`src/rtl/tcm_pkg.sv`:
```
// Shared types for the run-time timing check monitor.
// FSM states, violation kind bit positions and helpers.
package tcm_pkg;

    typedef enum logic [1:0] {
        IDLE,
        ARMED,
        HOLD_WIN
    } tcm_state_e;

    localparam int KIND_SETUP = 0;
    localparam int KIND_HOLD  = 1;
    localparam int KIND_WIDTH = 2;
    localparam int KIND_W     = 3;

    typedef logic [KIND_W-1:0] viol_kind_t;

    function automatic logic [1:0] kind_pop(viol_kind_t k);
        return {1'b0, k[KIND_SETUP]}
             + {1'b0, k[KIND_HOLD]}
             + {1'b0, k[KIND_WIDTH]};
    endfunction

endpackage

```
`src/rtl/timing_check_monitor_if.sv`:
```
// Monitored signals, limits and violation reporting bundle.
// master drives the observed signals/config, slave is the monitor.
interface timing_check_monitor_if #(
    parameter int CNT_W  = 8,
    parameter int VCNT_W = 16
);
    import tcm_pkg::*;

    logic              data_i;
    logic              ref_i;
    logic              ref_neg_i;
    logic              cond_i;
    logic [CNT_W-1:0]  cfg_setup_i;
    logic [CNT_W-1:0]  cfg_hold_i;
    logic [CNT_W-1:0]  cfg_width_i;
    logic              viol_clr_i;
    logic              notifier_o;
    logic              viol_valid_o;
    viol_kind_t        viol_kind_o;
    logic [VCNT_W-1:0] viol_count_o;

    modport master (
        output data_i, ref_i, ref_neg_i, cond_i,
        output cfg_setup_i, cfg_hold_i, cfg_width_i,
        output viol_clr_i,
        input  notifier_o, viol_valid_o,
        input  viol_kind_o, viol_count_o
    );

    modport slave (
        input  data_i, ref_i, ref_neg_i, cond_i,
        input  cfg_setup_i, cfg_hold_i, cfg_width_i,
        input  viol_clr_i,
        output notifier_o, viol_valid_o,
        output viol_kind_o, viol_count_o
    );

endinterface

```
`src/rtl/tcm_edge_det.sv`:
```
// Samples one monitored signal and emits rise/fall/change pulses.
// TCM_SYNC_EN adds a 2-flop synchronizer ahead of the sample flop.
module tcm_edge_det (
    input  logic clk,
    input  logic rst,
    input  logic din,
    output logic q,
    output logic rise,
    output logic fall,
    output logic chg
);

    logic s_in;
    logic qq;

`ifdef TCM_SYNC_EN
    logic [1:0] sync_q;

    always_ff @(posedge clk or posedge rst) begin
        if (rst) begin
            sync_q <= '0;
        end else begin
            sync_q <= {sync_q[0], din};
        end
    end

    assign s_in = sync_q[1];
`else
    assign s_in = din;
`endif

    always_ff @(posedge clk or posedge rst) begin
        if (rst) begin
            q  <= 1'b0;
            qq <= 1'b0;
        end else begin
            q  <= s_in;
            qq <= q;
        end
    end

    assign rise = q & ~qq;
    assign fall = ~q & qq;
    assign chg  = q ^ qq;

endmodule

```
`src/rtl/timing_check_monitor.sv`:
```
// Run-time setup/hold/width checker with toggling notifier.
// Define TCM_SYNC_EN to synchronize data_i/ref_i (+2 cycles latency).
module timing_check_monitor
    import tcm_pkg::*;
#(
    parameter int CNT_W  = 8,
    parameter int VCNT_W = 16
) (
    input  logic clk,
    input  logic rst,
    timing_check_monitor_if.slave bus
);

    localparam logic [VCNT_W+1:0] CNT_MAX =
        {2'b00, {VCNT_W{1'b1}}};

    logic d_q, d_rise, d_fall, d_chg;
    logic r_q, r_rise, r_fall, r_chg;
    logic unused_edges;

    tcm_edge_det u_data_edge (
        .clk  (clk),
        .rst  (rst),
        .din  (bus.data_i),
        .q    (d_q),
        .rise (d_rise),
        .fall (d_fall),
        .chg  (d_chg)
    );

    tcm_edge_det u_ref_edge (
        .clk  (clk),
        .rst  (rst),
        .din  (bus.ref_i),
        .q    (r_q),
        .rise (r_rise),
        .fall (r_fall),
        .chg  (r_chg)
    );

    assign unused_edges = ^{d_q, d_rise, d_fall, r_chg};

    logic act_edge, trl_edge, act_lvl, edge_chk;

    assign act_edge = bus.ref_neg_i ? r_fall : r_rise;
    assign trl_edge = bus.ref_neg_i ? r_rise : r_fall;
    assign act_lvl  = r_q ^ bus.ref_neg_i;
    assign edge_chk = act_edge & bus.cond_i;

    logic [CNT_W-1:0] stab_cnt;
    logic [CNT_W:0]   stab_el;
    logic             setup_bad;

    // A change seen in the edge cycle means zero cycles of stability.
    assign stab_el   = d_chg ? '0
                     : {1'b0, stab_cnt} + (CNT_W+1)'(1);
    assign setup_bad = {1'b0, bus.cfg_setup_i} > stab_el;

    always_ff @(posedge clk or posedge rst) begin
        if (rst) begin
            stab_cnt <= '0;
        end else if (d_chg) begin
            stab_cnt <= '0;
        end else if (stab_cnt != '1) begin
            stab_cnt <= stab_cnt + CNT_W'(1);
        end
    end

    tcm_state_e       state_q, state_d;
    logic [CNT_W-1:0] hold_cnt, hold_cnt_d;
    logic [CNT_W:0]   hold_el;
    logic             setup_v, hold_v, hold_off;

    assign hold_el  = {1'b0, hold_cnt} + (CNT_W+1)'(1);
    assign hold_off = bus.cfg_hold_i == '0;

    always_ff @(posedge clk or posedge rst) begin
        if (rst) begin
            state_q  <= IDLE;
            hold_cnt <= '0;
        end else begin
            state_q  <= state_d;
            hold_cnt <= hold_cnt_d;
        end
    end

    always_comb begin
        state_d    = state_q;
        hold_cnt_d = hold_cnt;
        setup_v    = 1'b0;
        hold_v     = 1'b0;
        unique case (state_q)
            IDLE: begin
                if (d_chg) begin
                    state_d = ARMED;
                end
            end
            ARMED: begin
                if (edge_chk) begin
                    setup_v    = setup_bad;
                    hold_cnt_d = '0;
                    state_d    = hold_off ? ARMED : HOLD_WIN;
                end
            end
            HOLD_WIN: begin
                if (edge_chk) begin
                    setup_v    = setup_bad;
                    hold_cnt_d = '0;
                    state_d    = hold_off ? ARMED : HOLD_WIN;
                end else if (d_chg &&
                             hold_el < {1'b0, bus.cfg_hold_i}) begin
                    hold_v  = 1'b1;
                    state_d = ARMED;
                end else if (hold_el >= {1'b0, bus.cfg_hold_i}) begin
                    state_d = ARMED;
                end else begin
                    hold_cnt_d = hold_el[CNT_W-1:0];
                end
            end
            default: begin
                state_d = IDLE;
            end
        endcase
    end

    logic [CNT_W-1:0] wid_cnt;
    logic             wid_arm;
    logic             width_v;

    // wid_arm blocks a trailing edge that had no matching active edge.
    always_ff @(posedge clk or posedge rst) begin
        if (rst) begin
            wid_cnt <= '0;
            wid_arm <= 1'b0;
        end else if (act_edge) begin
            wid_cnt <= CNT_W'(1);
            wid_arm <= 1'b1;
        end else if (trl_edge) begin
            wid_arm <= 1'b0;
        end else if (act_lvl && wid_cnt != '1) begin
            wid_cnt <= wid_cnt + CNT_W'(1);
        end
    end

    assign width_v = trl_edge & wid_arm & (wid_cnt < bus.cfg_width_i);

    viol_kind_t        kind;
    logic [VCNT_W+1:0] cnt_sum;
    logic              notifier_q, valid_q;
    viol_kind_t        kind_q;
    logic [VCNT_W-1:0] count_q;

    always_comb begin
        kind             = '0;
        kind[KIND_SETUP] = setup_v;
        kind[KIND_HOLD]  = hold_v;
        kind[KIND_WIDTH] = width_v;
    end

    assign cnt_sum = (bus.viol_clr_i ? '0 : {2'b00, count_q})
                   + (VCNT_W+2)'(kind_pop(kind));

    always_ff @(posedge clk or posedge rst) begin
        if (rst) begin
            notifier_q <= 1'b0;
            valid_q    <= 1'b0;
            kind_q     <= '0;
            count_q    <= '0;
        end else begin
            notifier_q <= notifier_q ^ (|kind);
            valid_q    <= |kind;
            kind_q     <= kind;
            count_q    <= (cnt_sum > CNT_MAX) ? CNT_MAX[VCNT_W-1:0]
                                              : cnt_sum[VCNT_W-1:0];
        end
    end

    assign bus.notifier_o   = notifier_q;
    assign bus.viol_valid_o = valid_q;
    assign bus.viol_kind_o  = kind_q;
    assign bus.viol_count_o = count_q;

endmodule
```
`src/flat_wrapper.sv`:
```
// flat-port wrapper written by rule: the top's interface ports become plain ports
module timing_check_monitor_flat import tcm_pkg::*;
#(
    parameter int CNT_W  = 8,
    parameter int VCNT_W = 16
)
  (clk, rst, bus_data_i, bus_ref_i, bus_ref_neg_i, bus_cond_i, bus_cfg_setup_i, bus_cfg_hold_i, bus_cfg_width_i, bus_viol_clr_i, bus_notifier_o, bus_viol_valid_o, bus_viol_kind_o, bus_viol_count_o);
  timing_check_monitor_if #(.CNT_W(CNT_W), .VCNT_W(VCNT_W)) bus_i ();
  input  logic clk;
  input  logic rst;
  input wire logic [$bits(bus_i.data_i)-1:0] bus_data_i;
  input wire logic [$bits(bus_i.ref_i)-1:0] bus_ref_i;
  input wire logic [$bits(bus_i.ref_neg_i)-1:0] bus_ref_neg_i;
  input wire logic [$bits(bus_i.cond_i)-1:0] bus_cond_i;
  input wire logic [$bits(bus_i.cfg_setup_i)-1:0] bus_cfg_setup_i;
  input wire logic [$bits(bus_i.cfg_hold_i)-1:0] bus_cfg_hold_i;
  input wire logic [$bits(bus_i.cfg_width_i)-1:0] bus_cfg_width_i;
  input wire logic [$bits(bus_i.viol_clr_i)-1:0] bus_viol_clr_i;
  output wire logic [$bits(bus_i.notifier_o)-1:0] bus_notifier_o;
  output wire logic [$bits(bus_i.viol_valid_o)-1:0] bus_viol_valid_o;
  output wire logic [$bits(bus_i.viol_kind_o)-1:0] bus_viol_kind_o;
  output wire logic [$bits(bus_i.viol_count_o)-1:0] bus_viol_count_o;
  assign bus_i.data_i = bus_data_i;
  assign bus_i.ref_i = bus_ref_i;
  assign bus_i.ref_neg_i = bus_ref_neg_i;
  assign bus_i.cond_i = bus_cond_i;
  assign bus_i.cfg_setup_i = bus_cfg_setup_i;
  assign bus_i.cfg_hold_i = bus_cfg_hold_i;
  assign bus_i.cfg_width_i = bus_cfg_width_i;
  assign bus_i.viol_clr_i = bus_viol_clr_i;
  assign bus_notifier_o = bus_i.notifier_o;
  assign bus_viol_valid_o = bus_i.viol_valid_o;
  assign bus_viol_kind_o = bus_i.viol_kind_o;
  assign bus_viol_count_o = bus_i.viol_count_o;
  timing_check_monitor #(.CNT_W(CNT_W), .VCNT_W(VCNT_W)) u_core (.clk(clk), .rst(rst), .bus(bus_i));
endmodule
```
`config.mk`:
```
export PLATFORM = sky130hd
export DESIGN_NAME = timing_check_monitor_flat
export DESIGN_NICKNAME = d
export VERILOG_FILES = /design/src/rtl/tcm_pkg.sv /design/src/rtl/timing_check_monitor_if.sv /design/src/rtl/tcm_edge_det.sv /design/src/rtl/timing_check_monitor.sv /design/src/flat_wrapper.sv
export SDC_FILE = /design/constraint.sdc
export NUM_CORES = 1
export LEC_CHECK = 0
export CAP_MARGIN = 10
export CORE_UTILIZATION = 30
export CTS_CLUSTER_DIAMETER = 40
export CTS_CLUSTER_SIZE = 25
export DETAILED_ROUTE_END_ITERATION = 12
export GPL_ROUTABILITY_DRIVEN = 0
export PLACE_DENSITY_LB_ADDON = 0.25
export REMOVE_ABC_BUFFERS = 1
export SLEW_MARGIN = 20
export SYNTH_ARGS = -nofsm -noshare
export SYNTH_HDL_FRONTEND = slang
export SYNTH_SLANG_ARGS = --single-unit
```
`constraint.sdc`:
```
create_clock -name clk -period 4.3 [get_ports clk]
set_input_delay 0.86 -clock clk [delete_from_list [all_inputs] [get_ports clk]]
set_output_delay 0.86 -clock clk [all_outputs]
set_load 0.02 [all_outputs]
```
==> flow_metrics.py <==
metrics = {
    "timing": {
        "period_needed_ps": 4250,
        "fmax_mhz": 235,
        "slew-limit-headroom_pct": 45.5,
        "finalCritPeriodShare_pct": 98.8,
        "finClkSkew_ps": 17.4,
        "rsz0062_at_grt": "true",
        "hold_violations": 0,
        "worst_pin_slew_ps": 817,
        "hold_ws_ps": 477,
        "finalSetupViolCount": 0,
        "finalMaxSlewViolations": 0,
    },
    "floorplanning": {
        "die-width_um": 107,
        "initial_utilization_pct": 31.5,
        "design.die.area_um2": 11500,
        "core-area_um2": 10500,
        "die_h_um": 107,
        "ios": 52,
        "core.rowCount": 37,
    },
    "routing": {
        "detail_route.iter0.violations": 96,
        "drt-pass1-iter-count": 4,
        "routed_wl_mm": 7.63,
        "wl_per_cell_um": 13.0,
        "viasPerCell": 4.72,
        "drc_errors": 0,
        "ant_nets": 0,
        "vias": 2762,
    },
    "cells_and_area": {
        "fillers": 1023,
        "antenna_cells": 0,
        "nets": 513,
        "final_layout_size_suffix_gt1_share_pct": 20.5,
        "area_growth_pct": 38.5,
    },
    "critical_path": {
        "worstSetupStartpoint": "bus_cfg_setup_i[1]",
        "rr_startpoint": "u_core.stab_cnt[1]",
        "crit_arrival_ps": 4460,
        "endpoint_kind": "flip-flop",
        "cp.required_ps": 4510,
        "setup.worst_path.start_class": "input port",
        "path_class": "in2reg",
        "crit_fanout": 3,
    },
    "synth": {
        "yosysTopAreaCell": "dfrtp_1",
        "ys_top_cells_by_count": "52 x dfrtp_1, 42 x nand2_1, 32 x ha_1, 30 x inv_1, 21 x o21ai_0",
        "synth_cell_type_count": 51,
        "synth-seq-cells": 52,
        "netlist_area_um2": 3310,
        "ys_warn_count": 0,
        "synth_area_leaders": "dfrtp_1 39%, ha_1 12%, nand2_1 4.8%, xor2_1 4.2%, xnor2_1 4.0%",
        "synth.most_common_cell": "dfrtp_1",
        "netlist_instances": 347,
        "synth_edf_count": 0,
        "yosysTopAreaCellShare_pct": 39.3,
        "dominantRegCellSynth": "dfrtp_1",
        "syn_area_per_cell_um2": 9.54,
        "seq_area_frac_synth_pct": 39.3,
        "async_flop_share_pct": 100,
    },
    "global_routing": {
        "gr-usage-all-layers_pct": 14.0,
        "grt_pass1_wl_mm": 12.8,
        "antenna_found_initial": 0,
        "grt_max_degree": 39,
        "grt_pass1_vias": 2768,
        "gr-total-overflow": 0,
    },
    "cts": {
        "cts_made_buffers": 5,
        "h-tree-depth": 2,
        "cts.path.max_buffers": 2,
        "clk_pin_slew_ps": 110,
        "clock_latency_ps": 310,
        "cts-root-buf": "clkbuf_8",
        "clock_sinks": 52,
        "cts_tree": "built",
        "ctsHoldBuffers": 0,
    },
    "outcome": {
        "status": "completed",
    },
    "placement": {
        "portBuffers": 51,
        "hpwlAfterDp_mm": 5.81,
    },
    "hold_path": {
        "hold_path_class": "reg2reg",
        "min_from": "u_core.bus.notifier_o",
    },
    "pwr": {
        "pwr-share-seq_pct": 41.9,
        "power_frac_comb_pct": 33.0,
        "pwr-share-clk_pct": 25.1,
        "p_int_uw": 966,
        "finalPower_mw": 1.44,
        "irDropWorstVdd_uv": 150,
        "p_sw_uw": 471,
        "powerDensity_nw_per_um2": 313,
        "leakagePower_nw": 2.17,
        "p_sw_share_pct": 32.8,
    },
    "run": {
        "max-cap-violations": 0,
    },
}
[sequential cells by signal, indices dropped and copies added, names as in the netlist]
name,count
u_core.bus.notifier_o,1
u_core.bus.viol_count_o,16
u_core.bus.viol_kind_o,3
u_core.bus.viol_valid_o,1
u_core.hold_cnt,8
u_core.stab_cnt,8
u_core.state_q,2
u_core.u_data_edge.q,1
u_core.u_data_edge.qq,1
u_core.u_ref_edge.q,1
u_core.u_ref_edge.qq,1
u_core.wid_arm,1
u_core.wid_cnt,8
[metal layers]
layer  track usage, %  wire, µm
met2             23.6      3710
met3             2.49       226
met5                0         0
met4             3.52        61
met1             18.5      3630
[cell families after synthesis]
kind of cell / synth area share [%]
AO/OA/AOI/OAI: 11.4
XOR/XNOR: 8.20
adder cells (fa/ha/maj): 13.3
buffers and inverters: 3.74
flip-flops: 39.3
multiplexers: 1.93
AND/OR/NAND/NOR: 22.1
[worst max-delay path: stages]
cell	delay, ps
clkdlybuf4s50_1	410
ha_1	310
nor2b_1	140
o31ai_2	250
a21oi_2	80
o211ai_1	250
inv_1	110
fa_1	500
ha_2	180
inv_2	40
fa_2	360
and3b_2	280
nand3_4	100
or2_4	260
nor2_4	80
mux2i_1	190
nor2_1	50
[power by group through the flow]
stage	clock [mW]	sequential (mW)	combinational (mW)
after floorplan	0	0.618	0.280
after global placement	0	0.609	0.457
after detailed placement	0	0.610	0.468
after CTS	0.375	0.602	0.476
after global routing	0.393	0.612	0.542
final	0.361	0.602	0.474
[final timing paths]
kind / slack (ps) / depth (start not counted) / to
min in group asynchronous: 1010 / 2 / u_core.bus.viol_count_o[14]
max reg2reg: 80 / 21 / u_core.bus.viol_count_o[14]
min: 480 / 1 / u_core.bus.notifier_o
min reg2reg: 480 / 1 / u_core.bus.notifier_o
max: 50 / 17 / u_core.bus.viol_count_o[14]
max in group asynchronous: 2540 / 3 / u_core.wid_cnt[5]
[layout make-up]
class | instances | area, µm² | area share (%)
Clock buffer | 6 | 82.6 | 1.80
Clock inverter | 2 | 38.8 | 0.846
Inverter | 30 | 113 | 2.46
Multi-Input combinational cell | 262 | 2000 | 43.7
Sequential cell | 52 | 1300 | 28.4
Tap cell | 136 | 170 | 3.71
Timing Repair Buffer | 97 | 875 | 19.1
[through the flow]
stage                     utilization [%]  instances  TNS [ps]  instance area [µm²]  setup slack, ps
after floorplan                         -        344     -1290                 3300             -179
final                                43.6        585         0                 4580             52.8
after global placement               40.9        573     -6370                 4300             -541
after global routing                 43.6        585     -1530                 4580             -201
after CTS                            42.5        582      -136                 4470            -32.4
after detailed placement             40.9        573     -6800                 4300             -588
[repair_timing]
| item | 4_1_cts | 5_1_grt |
|---|---|---|
| pin swaps | 13 | 5 |
| setup buffers | 1 | 2 |
| endpoints found under the setup margin | 16 | 16 |
| gates cloned | 0 | 1 |
| resized for setup | 12 | 25 |
[layout by cell type, fill, tap and decap left out, drive strengths merged, types with 8 or more instances in the layout]
cell type      Yosys  final
a21oi              9      9
and3               8      8
buf                0     46
clkdlybuf4s50      0     51
dfrtp             52     52
ha                32     32
inv               30     30
nand2             43     43
nand2b            16     16
nand3             20     20
nand4             11     11
nor2              18     18
o21ai             22     22
xnor2             15     15
xor2              16     16
(Power assumes the default switching activity.)
==> RTL edit 1 (same settings) <==
`CNT_W` is set to 8 in 3 places; all go to 9.
--- a/src/rtl/timing_check_monitor_if.sv
+++ b/src/rtl/timing_check_monitor_if.sv
@@ -2,5 +2,5 @@
 // master drives the observed signals/config, slave is the monitor.
 interface timing_check_monitor_if #(
-    parameter int CNT_W  = 8,
+    parameter int CNT_W  = 9,
     parameter int VCNT_W = 16
 );
--- a/src/rtl/timing_check_monitor.sv
+++ b/src/rtl/timing_check_monitor.sv
@@ -4,5 +4,5 @@
     import tcm_pkg::*;
 #(
-    parameter int CNT_W  = 8,
+    parameter int CNT_W  = 9,
     parameter int VCNT_W = 16
 ) (
--- a/src/flat_wrapper.sv
+++ b/src/flat_wrapper.sv
@@ -2,5 +2,5 @@
 module timing_check_monitor_flat import tcm_pkg::*;
 #(
-    parameter int CNT_W  = 8,
+    parameter int CNT_W  = 9,
     parameter int VCNT_W = 16
 )
Interface: changed (resized bus_cfg_hold_i, bus_cfg_setup_i and bus_cfg_width_i); port bits go from 52 to 55. No check against the original RTL was run, so the function may have changed too.
==> RTL edit 1 against the unedited design <==
  * Sequential cell count grew 3
  * Largest cell class unchanged
  * Setup slack worse by 0.015 ns
  * Total power is 0.33% lower
  * Synthesized area up 11%
  * Global-route usage increased by 0.056 points
  * Wire length rose by 9.6%
  * Clock power rose by 13%
  * Cell area grew 9.0%
  * Hold slack worse by 0.0020 ns
==> RTL edit 1: results (changes against the unedited design) <==
outcome: completed (unchanged)
Peak Freq: 235 MHz (about the same)
top cells by area, synth: dfrtp_1 (38%), ha_1 (13%), xnor2_1 (5.3%) (was dfrtp_1 (39%), ha_1 (12%), nand2_1 (4.8%))
Clock Latency Late Sink: 0.29 ns (was 0.31 ns)
DRT iter0 DRCs: 66 (was 96)
vias in the first global route: 3,107 (was 2,768)
multi-input combinational area share: 0.464 (was 0.437)
cell count after placement: 620 (was 573)
CTS Sinks: 55 (was 52)
Multi-input comb cells: 297 (was 262)
drt wl/cell: 13.2 um (was 13.0 um)
synthesized-area fraction occupied by adder cells: 0.137 (was 0.133)
xor/xnor cell area share of the yosys netlist: 0.0931 (was 0.0820)
Sequential cell area: 1380 um^2 (was 1300 um^2)
Clock Pin Slew Worst Setup and Hold Paths: 0.07 ns (was 0.11 ns)
first-pass GRT wire length: 14.5 mm (was 12.8 mm)
Finished Layout Cells: 632 (was 585)
pre-CTS setup slack: -0.281 ns (was -0.588 ns)
nets: 557 (was 513)
multiplexer share of the synthesized area: 0.0222 (was 0.0193)
Hold WS: 0.475 ns (was 0.477 ns)
placed inst area: 4650 um^2 (was 4300 um^2)
pin count of the biggest net entering global routing: 34 (was 39)
CP Class: reg2reg (was in2reg)
Worst Hold Path EP: u_core.bus.notifier_o (unchanged)
IO Port Bufs: 54 (was 51)
fin area: 5000 um^2 (was 4580 um^2)
Non-clk invs: 29 (was 30)
Post-Syn Instances: 388 (was 347)
Worst Path Arrival: 4.49 ns (was 4.46 ns)
register area share after synthesis: 0.375 (was 0.393)
Total GRT Usage: 0.141 (was 0.140)
CLK BUF: 5 (was 6)
CP max stage delay: 0.55 ns (was 0.50 ns)
Final HPWL DP: 6.40 mm (was 5.81 mm)
non-clk buf share: 0.173 (was 0.191)
bufs w/o clock: 96 (was 97)
die area: 12,700 um^2 (was 11,500 um^2)
Synth cell types: 54 (was 51)
Layout fillers: 1,142 (was 1,023)
Static Leak: 2.36 nW (was 2.17 nW)
relative slew slack: 0.509 (was 0.455)
clock skew after layout: 0.00871 ns (was 0.0174 ns)
end point of the critical path: u_core.bus.viol_count_o[12] (was u_core.bus.viol_count_o[14])
drt via density: 4.77 (was 4.72)
synth cell count leaders: dfrtp_1 (55), nand2_1 (38), ha_1 (37) (was dfrtp_1 (52), nand2_1 (42), ha_1 (32))
CP Max Fanout: 6 (was 3)
worst vdd ir: 156 uV (was 150 uV)
reg2reg setup slack: 0.04 ns (was 0.08 ns)
RTL edit 1: cell types whose count changed after synthesis, sizes merged, moves of 4 or more:
cell | unedited run | this run
nand2 | 43 | 38
nor3 | 3 | 10
nand2b | 16 | 11
xnor2 | 15 | 22
ha | 32 | 37
a22o | 0 | 9
o21ai | 22 | 14
and3 | 8 | 4
or3 | 0 | 6
nor2 | 18 | 34
RTL edit 1: where the power goes:
group	leakage (nW)	total [mW]	switching, mW	internal [mW]
Sequential	0.742	0.602	0.0421	0.559
Combinational	1.55	0.422	0.208	0.214
Clock	0.0658	0.408	0.193	0.215
Total	2.36	1.43	0.444	0.989
RTL edit 1: metal layers:
metal  vias up  part of all wire  track usage
met5         -                 0            0
met4         0            0.0049       0.0320
met3         2             0.019       0.0200
met2        32              0.51        0.253
met1      1441              0.47        0.177
li1       1540                 -            -
RTL edit 1: timing repair:
item	in CTS	in global routing
endpoints found under the setup margin	15	15
resized for setup	12	32
pin swaps	5	16
setup buffers	1	3
==> RTL edit 2 (same settings) <==
Made on the original files. Encoding of `tcm_state_e`: now one-hot (3 bits for 3 states).
--- a/src/rtl/tcm_pkg.sv
+++ b/src/rtl/tcm_pkg.sv
@@ -3,8 +3,8 @@
 package tcm_pkg;
 
-    typedef enum logic [1:0] {
-        IDLE,
-        ARMED,
-        HOLD_WIN
+    typedef enum logic [2:0] {
+        IDLE     = 3'b001,
+        ARMED    = 3'b010,
+        HOLD_WIN = 3'b100
     } tcm_state_e;
 
Formal check against the unedited RTL: same outputs for any inputs over 10 cycles, from zero or initial values and one cycle with rst high; not proved beyond that.
==> RTL edit 2 against the unedited design <==
  * Via count is 2.5% higher
  * Synthesized cell count rose by 2.3%
  * First-iteration DRC count rose by 29%
  * Die area is 0.78% higher
  * The run now ends with setup timing left
  * Sequential cell count is 1 higher
  * Fmax fell by 5.8%
  * Highest routed layer unchanged
  * Count of clock-buffer cells in the layout unchanged
  * Critical endpoint is now u_core.bus.viol_count_o[11]
  * Wire length increased by 4.9%
  * Cell area down 0.27%
  * Hold slack worse by 0.0018 ns
  * Clock skew is 0.0054 ns lower
  * Largest power group unchanged
  * Total power shrank 14%
  * Setup slack got worse by 0.26 ns
  * Synthesized area is 0.79% higher
==> RTL edit 2: results (changes against the unedited design) <==
Synth cell types: 45 (was 51)
Static Leak: 2.11 nW (was 2.17 nW)
DRT iter0 DRCs: 124 (was 96)
pin count of the biggest net entering global routing: 38 (was 39)
first-pass GRT wire length: 13.6 mm (was 12.8 mm)
placed inst area: 4340 um^2 (was 4300 um^2)
Synth Area in Compound Gates: 0.0907 (was 0.114)
CP Max Fanout: 7 (was 3)
register area share after synthesis: 0.398 (was 0.393)
Total GRT Usage: 0.150 (was 0.140)
Sw Ratio: 0.322 (was 0.328)
failing checks: setup timing
multiplexer share of the synthesized area: 0.0405 (was 0.0193)
layout cells sized above 1: 0.203 (was 0.205)
worst vdd ir: 130 uV (was 150 uV)
Finished Layout Cells: 598 (was 585)
relative slew slack: 0.464 (was 0.455)
DR pass1 iterations: 5 (was 4)
drt wl/cell: 13.4 um (was 13.0 um)
Final HPWL DP: 5.94 mm (was 5.81 mm)
clock skew after layout: 0.0120 ns (was 0.0174 ns)
Post-Syn Instances: 355 (was 347)
cell count after placement: 585 (was 573)
outcome: finished, violations left (was completed)
worst setup margin: -0.208 ns (was 0.0528 ns)
synth cell count leaders: dfrtp_1 (52), nand2_1 (45), ha_1 (28), inv_1 (28), nor2_1 (26) (was dfrtp_1 (52), nand2_1 (42), ha_1 (32))
top cells by area, synth: dfrtp_1 (39%), ha_1 (10%), xnor2_1 (5.5%) (was dfrtp_1 (39%), ha_1 (12%), nand2_1 (4.8%))
nets: 518 (was 513)
Finish-stage setup viols: 16 (was 0)
synthesized-area fraction occupied by adder cells: 0.117 (was 0.133)
RTL edit 2: cell types whose count changed in the layout (fill, tap and decap cells not counted), moves of 4 or more:
cell | before | now
mux2i_1 | 3 | 12
o21ai_0 | 18 | 11
ha_1 | 28 | 24
xnor2_1 | 14 | 21
a21oi_1 | 8 | 13
buf_4 | 41 | 48
nor2_1 | 14 | 24
nand2_2 | 2 | 6
RTL edit 2: final timing paths:
path                                        from                          end  slack [ns]  cells past startpoint
max                           u_core.stab_cnt[1]  u_core.bus.viol_count_o[11]       -0.21                     23
min                        u_core.bus.notifier_o        u_core.bus.notifier_o        0.48                      1
max reg2reg                   u_core.stab_cnt[1]  u_core.bus.viol_count_o[11]       -0.21                     23
min reg2reg                u_core.bus.notifier_o        u_core.bus.notifier_o        0.48                      1
max in group asynchronous                    rst  u_core.bus.viol_count_o[15]        2.54                      3
min in group asynchronous                    rst            u_core.wid_cnt[5]        1.01                      2
RTL edit 2: cell type report:
| cell class | instances | share of cell area |
|---|---|---|
| Tap cell | 140 | 0.0383 |
| Multi-Input combinational cell | 267 | 0.433 |
| Sequential cell | 53 | 0.290 |
| Clock buffer | 6 | 0.0159 |
| Clock inverter | 2 | 0.00301 |
| Timing Repair Buffer | 101 | 0.195 |
| Inverter | 29 | 0.0238 |
RTL edit 2: power groups by stage:
stage / Clock [mW] / Combinational (mW) / Sequential [mW]
after detailed placement: 0 / 0.328 / 0.619
after global routing: 0.330 / 0.375 / 0.619
after CTS: 0.309 / 0.333 / 0.610
after floorplan: 0 / 0.182 / 0.620
final: 0.295 / 0.330 / 0.611
after global placement: 0 / 0.319 / 0.618
RTL edit 2: through the flow:
stage                     worst slack, ns  total power, mW
after floorplan                    -0.477            0.802
after global placement             -0.697            0.936
after detailed placement           -0.742            0.947
after CTS                          -0.233             1.25
after global routing               -0.481             1.32
final                              -0.208             1.24
RTL edit 2: cells by family (layout without fill, tap and decap cells):
group | count (synthesis) | in the layout
XOR/XNOR | 34 | 34
AND/OR/NAND/NOR | 143 | 143
buffers and inverters | 35 | 138
adder cells (fa/ha/maj) | 30 | 30
AO/OA/AOI/OAI | 47 | 47
multiplexers | 13 | 13
flip-flops | 53 | 53
RTL edit 2: routing by layer:
metal | global-route usage | vias to the layer above | part of all wire
met5 | 0 | - | 0
met2 | 0.253 | 43 | 0.49
li1 | - | 1426 | -
met4 | 0.0470 | 0 | 0.014
met1 | 0.198 | 1354 | 0.47
met3 | 0.0230 | 9 | 0.030
RTL edit 2: what timing repair did:
item	4_1_cts	5_1_grt
buffers inserted	4	1
gates resized for setup	22	12
endpoints found under the setup margin	16	16
pin swaps	14	4
